<file path="src/rtl/amux_seq_pkg.sv">
// amux_seq_pkg: shared state encoding, index width and one-hot helper for the mux scan sequencer
package amux_seq_pkg;

    typedef enum logic [2:0] {
        IDLE    = 3'd0,
        BREAK   = 3'd1,
        SETTLE  = 3'd2,
        CONVERT = 3'd3,
        WAIT    = 3'd4
    } state_e;

    localparam int CH_IDX_W = 5;

    function automatic logic [31:0] onehot(input logic [CH_IDX_W-1:0] idx, input int n);
        return (int'(idx) < n) ? (32'd1 << idx) : 32'd0;
    endfunction

endpackage

</file>
<file path="src/rtl/amux_seq_timer.sv">
// amux_seq_timer: loadable saturating down-counter with a zero flag
module amux_seq_timer #(
    parameter int W = 8
) (
    input  logic         clk_i,
    input  logic         rst_i,
    input  logic         load_i,
    input  logic [W-1:0] val_i,
    input  logic         dec_i,
    output logic         zero_o
);

    logic [W-1:0] cnt_q;

    always_ff @(posedge clk_i) begin
        if (rst_i)
            cnt_q <= '0;
        else if (load_i)
            cnt_q <= val_i;
        else if (dec_i && cnt_q != '0)
            cnt_q <= cnt_q - W'(1);
    end

    assign zero_o = cnt_q == '0;

endmodule

</file>
<file path="src/rtl/amux_scan_sequencer.sv">
// amux_scan_sequencer: walks analog mux channels with break-before-make, settle delay and SOC/EOC handshake
module amux_scan_sequencer
    import amux_seq_pkg::*;
#(
    parameter int channels       = 8,
    parameter int settle_cycles  = 4,
    parameter int timeout_cycles = 1024
) (
    input  logic                clock,
    input  logic                reset,
    input  logic                enable,
    input  logic                start,
    input  logic                continuous,
    input  logic                eoc,
    output logic [channels-1:0] sel,
    output logic                soc,
    output logic [CH_IDX_W-1:0] ch_index,
    output logic                ch_done,
    output logic                scan_done,
    output logic                busy,
    output logic                timeout_err
);

    localparam logic [CH_IDX_W-1:0] LAST = CH_IDX_W'(channels - 1);

    state_e              state_q, state_d;
    logic [CH_IDX_W-1:0] idx_q, idx_d;
    logic [channels-1:0] sel_q, sel_d;
    logic                adv_q, adv_d;
    logic                err_q, err_d;
    logic                done_q, done_d;
    logic                scan_q, scan_d;
    logic                soc_q;
    logic                s_zero, t_zero, last_ch;

    amux_seq_timer #(.W(8)) u_settle (
        .clk_i (clock),
        .rst_i (reset),
        .load_i(state_q == BREAK),
        .val_i (8'(settle_cycles - 1)),
        .dec_i (state_q == SETTLE),
        .zero_o(s_zero)
    );

    amux_seq_timer #(.W(16)) u_timeout (
        .clk_i (clock),
        .rst_i (reset),
        .load_i(state_d == CONVERT),
        .val_i (16'(timeout_cycles - 1)),
        .dec_i (state_q == CONVERT || state_q == WAIT),
        .zero_o(t_zero)
    );

    assign last_ch = idx_q == LAST;

    // adv_q defers the index step to the end of BREAK so ch_done still shows the finished channel
    always_comb begin
        state_d = state_q;
        idx_d   = idx_q;
        adv_d   = adv_q;
        err_d   = err_q;
        done_d  = 1'b0;
        scan_d  = 1'b0;
        case (state_q)
            IDLE: if (start) begin
                state_d = BREAK;
                idx_d   = '0;
                adv_d   = 1'b0;
                err_d   = 1'b0;
            end
            BREAK: begin
                state_d = (settle_cycles > 0) ? SETTLE : CONVERT;
                idx_d   = !adv_q ? idx_q : last_ch ? '0 : idx_q + 1'b1;
                adv_d   = 1'b0;
            end
            SETTLE:  state_d = s_zero ? CONVERT : SETTLE;
            CONVERT: state_d = WAIT;
            WAIT: if (eoc || t_zero) begin
                done_d  = eoc;
                scan_d  = last_ch;
                err_d   = err_q | ~eoc;
                adv_d   = 1'b1;
                state_d = (!last_ch || continuous) ? BREAK : IDLE;
            end
            default: state_d = IDLE;
        endcase
        if (!enable) begin
            state_d = IDLE;
            idx_d   = idx_q;
            adv_d   = 1'b0;
            err_d   = err_q;
            done_d  = 1'b0;
            scan_d  = 1'b0;
        end
        sel_d = (state_d == SETTLE || state_d == CONVERT || state_d == WAIT)
              ? channels'(onehot(idx_d, channels)) : '0;
    end

    always_ff @(posedge clock) begin
        if (reset) begin
            state_q <= IDLE;
            idx_q   <= '0;
            sel_q   <= '0;
            adv_q   <= 1'b0;
            err_q   <= 1'b0;
            done_q  <= 1'b0;
            scan_q  <= 1'b0;
            soc_q   <= 1'b0;
        end else begin
            state_q <= state_d;
            idx_q   <= idx_d;
            sel_q   <= sel_d;
            adv_q   <= adv_d;
            err_q   <= err_d;
            done_q  <= done_d;
            scan_q  <= scan_d;
            soc_q   <= state_d == CONVERT;
        end
    end

    assign sel         = sel_q;
    assign soc         = soc_q;
    assign ch_index    = idx_q;
    assign ch_done     = done_q;
    assign scan_done   = scan_q;
    assign busy        = state_q != IDLE;
    assign timeout_err = err_q;

endmodule
</file>
<file path="config.mk">
export PLATFORM = sky130hd
export DESIGN_NAME = amux_scan_sequencer
export DESIGN_NICKNAME = d
export VERILOG_FILES = /design/src/rtl/amux_seq_pkg.sv /design/src/rtl/amux_seq_timer.sv /design/src/rtl/amux_scan_sequencer.sv
export SDC_FILE = /design/constraint.sdc
export NUM_CORES = 1
export LEC_CHECK = 0
export CORE_MARGIN = 1
export CORE_UTILIZATION = 61
export CTS_CLUSTER_SIZE = 40
export DETAILED_ROUTE_END_ITERATION = 10
export PLACE_DENSITY = 0.91
export SETUP_SLACK_MARGIN = 0.4
export SLEW_MARGIN = 10
export SYNTH_ARGS = -nofsm -noshare
export SYNTH_HDL_FRONTEND = slang
export SYNTH_SLANG_ARGS = --single-unit
export TNS_END_PERCENT = 10
</file>
<file path="constraint.sdc">
create_clock -name clock -period 2.9 [get_ports clock]
set_input_delay 0.58 -clock clock [delete_from_list [all_inputs] [get_ports clock]]
set_output_delay 0.58 -clock clock [all_outputs]
set_load 0.05 [all_outputs]
</file>
==> metrics <==
CP startpoint kind=flop; CTS Buffer Depth=2; worst vdd ir=0.0003032 V; Post-Synthesis Cells=257; Max Freq=434.0 MHz; largest family of logic cells by synthesized area=simple AND/OR/NAND/NOR gates; Period Utilization, post-route=79.45%; Root Driver=clkbuf_8; htree depth=2; Cell Chain, Critical Path=clkdlybuf4s50_1; TritonCTS buffer count=5; drc violations=0; slew margin rel.=66.35%; Top Usage Layer GRT=met2; CTS hold repair buffers=0; worst-margin pin slew=0.5032 ns; Fin. Hold Viols=0; ant diodes=0; critical path fanouts, max=12; PnR worst setup slack=0.5961 ns; critical path class=flop to output pin; vias per cell=5.936; setup TNS after final layout=0 ns; adder-cell share of the synthesized area=1.596%; RSZ-0062 raised after global routing=no; CP max stage delay=0.87 ns; Post-DRT Antenna Nets=0; I/O Buffers=23; Mapped Avg Cell Area=9.153 um2; leading area contributor after synthesis=dfxtp_1; Starting Density=63.77%; mean routed wirelength per cell=14.21 um; first-pass detailed-route iteration total=4; M3 GR Usage=5.536%; sequential share of the synthesized area=38.30%; GPL Wtd Cong=0.8778; initial antenna violation count=0; CP Capture Type=output pin; Yosys top cell area share=38.30%; Cell variety after synth=56; cell family with most CP delay=buffers and inverters; die height=64.10 um; post-DP HPWL=3.405 mm; Iter 0 DRT Violations=159; Worst-path clk slew=0.09 ns; core area=0.003689 mm2; gr ovfl total=0; met1 usage=31.29%; status=complete, no violations; critical path's slowest cell=clkdlybuf4s50_1; CTS tree=done; Clock Power Share=34.4%; synthesis warning total=0; Net Switching=0.3065 mW; met2 global-route usage=44.81%; Post-synth EDFFs=0; post-synth net total=266; Critical Path AT=1.72 ns; XOR/XNOR Fraction of Synth Area=7.074%; ys flop type=dfxtp_1; crit path time final=2.304 ns; die width=64.10 um; HP Class=flop to flop; Clock Skew=0.006862 ns; IO Count=24; leakage power=0.9264 nW; Rows=22; pre-CTS WS=0.3565 ns; worst skew pair latency=0.31 ns; Post-CTS Repair Setup Buffers=0; simple-gate area share of the yosys netlist=31.28%; largest net degree at the start of global routing=19; Detailed Route WL=4.662 mm; Comb power frac=10.0%; mapped cell area=0.002352 mm2; synthesized flop and latch total=45; compound-cell area share of the yosys netlist=15.32%; P per Cell Area=433.1 mW/mm2; top cells by area, synth=dfxtp_1 (38%), nor2_1 (4.8%), xor2_1 (4.1%); Sw Share=26.70%; Slew Viols, Final=0; vias in the first global route=1788; Crit path required time=2.32 ns; Max Cap Viol=0; Final setup viols=0; crit path buf inv count=1; register share of total power=55.7%; cells resized by post-CTS repair=1; FFs w/ async S/R, synth=0%; clock net sink count=45; routed vias=1947; first-pass GRT wire length=8.197 mm; synthesis-to-layout area growth=12.66%; share of layout cells above drive strength 1=10.71%; mux cell area share after synthesis=1.330%; DIE AREA=0.004108 mm2; internal power=0.8413 mW; Total GRT Usage=25.85%; Final #Nets=288
-- synthesized netlist by cell type, types with 2 or more instances --
cell	n
a21oi_1	19
a22oi_1	3
and2_1	2
and3_1	5
and3b_2	2
and4bb_2	2
buf_6	3
clkbuf_1	2
clkbuf_8	3
dfxtp_1	45
ha_1	3
inv_1	8
mux2i_1	2
nand2_1	10
nand2b_1	2
nand3_1	7
nand4_1	8
nand4b_1	2
nor2_1	30
nor2b_1	3
nor3_1	19
nor3b_2	2
nor4_1	3
nor4_4	2
nor4b_2	3
o2111ai_1	2
o21a_1	2
o21ai_0	14
o21ai_1	2
or3_1	3
or4_1	2
xnor2_1	8
xor2_1	11
-- power by group through the flow --
stage / clock network, mW / registers [mW] / logic, mW
global route: 0.425 / 0.641 / 0.128
detailed placement: 0 / 0.653 / 0.113
CTS: 0.404 / 0.639 / 0.114
global placement: 0 / 0.653 / 0.111
floorplan: 0 / 0.651 / 0.0903
finish: 0.394 / 0.639 / 0.114
-- cell type report --
class / instances / area, um2
clock buffer: 5 / 68.82
tap: 48 / 60.06
timing repair buffer: 24 / 236.5
multi-input combinational: 195 / 1331
clock inverter: 3 / 22.52
inverter: 8 / 30.03
fill: 289 / 1039
sequential: 45 / 900.9
-- cells by family after synthesis --
kind of cell / count (synthesis)
buffers and inverters: 17
adders and majority gates: 3
and+or+nand+nor: 116
DFF: 45
muxes: 3
xor gates and xnor gates: 19
AOI/OAI and AO/OA: 54
-- final timing paths --
kind	start	endpoint	slack, ns	depth (start not counted)
worst max-delay path	ch_index[0]	ch_index[0]	0.60	1
worst max register to register	state_q[1]	u_timeout.cnt_q[9]	0.91	5
worst min register to register	u_settle.cnt_q[3]	u_settle.cnt_q[3]	0.50	2
worst min-delay path	u_settle.cnt_q[3]	u_settle.cnt_q[3]	0.50	2
-- placed cells by master (no fill, tap or decap), types with 5 or more instances in the layout --
| master | netlist | routed |
|---|---|---|
| a21oi_1 | 19 | 19 |
| and3_1 | 5 | 5 |
| clkbuf_8 | 3 | 5 |
| clkdlybuf4s50_1 | 0 | 22 |
| dfxtp_1 | 45 | 45 |
| inv_1 | 8 | 8 |
| nand2_1 | 10 | 10 |
| nand3_1 | 7 | 7 |
| nand4_1 | 8 | 8 |
| nor2_1 | 30 | 30 |
| nor3_1 | 19 | 19 |
| o21ai_0 | 14 | 14 |
| xnor2_1 | 8 | 8 |
| xor2_1 | 11 | 11 |
-- sequential cells by signal, indices dropped and copies added, names as in the netlist --
name             cells
u_timeout.cnt_q     16
sel                  8
u_settle.cnt_q       8
ch_index             5
state_q              3
adv_q                1
ch_done              1
scan_done            1
soc                  1
timeout_err          1
-- metal layers --
layer | part of all wire, % | vias to the layer above
met5 | 0 | -
met1 | 44 | 908
met4 | 1.4 | 0
met3 | 4.0 | 7
li1 | - | 993
met2 | 51 | 39
-- metrics by stage --
| step | cells | power (mW) | hold slack (ns) | util [%] | cell area, um2 |
|---|---|---|---|---|---|
| 4_1_cts | 328 | 1.156 | 0.4967 | 71.85 | 2650 |
| 5_1_grt | 328 | 1.193 | 0.5584 | 71.85 | 2650 |
| 3_5_place_dp | 320 | 0.7664 | 0.4831 | 69.40 | 2560 |
| 3_3_place_gp | 320 | 0.7637 | 0.4823 | 69.40 | 2560 |
| 2_1_floorplan | 257 | 0.7409 | 0.4672 | - | 2352 |
| 6_report | 328 | 1.148 | 0.4980 | 71.85 | 2650 |
Power figures use the tool's default switching activity.
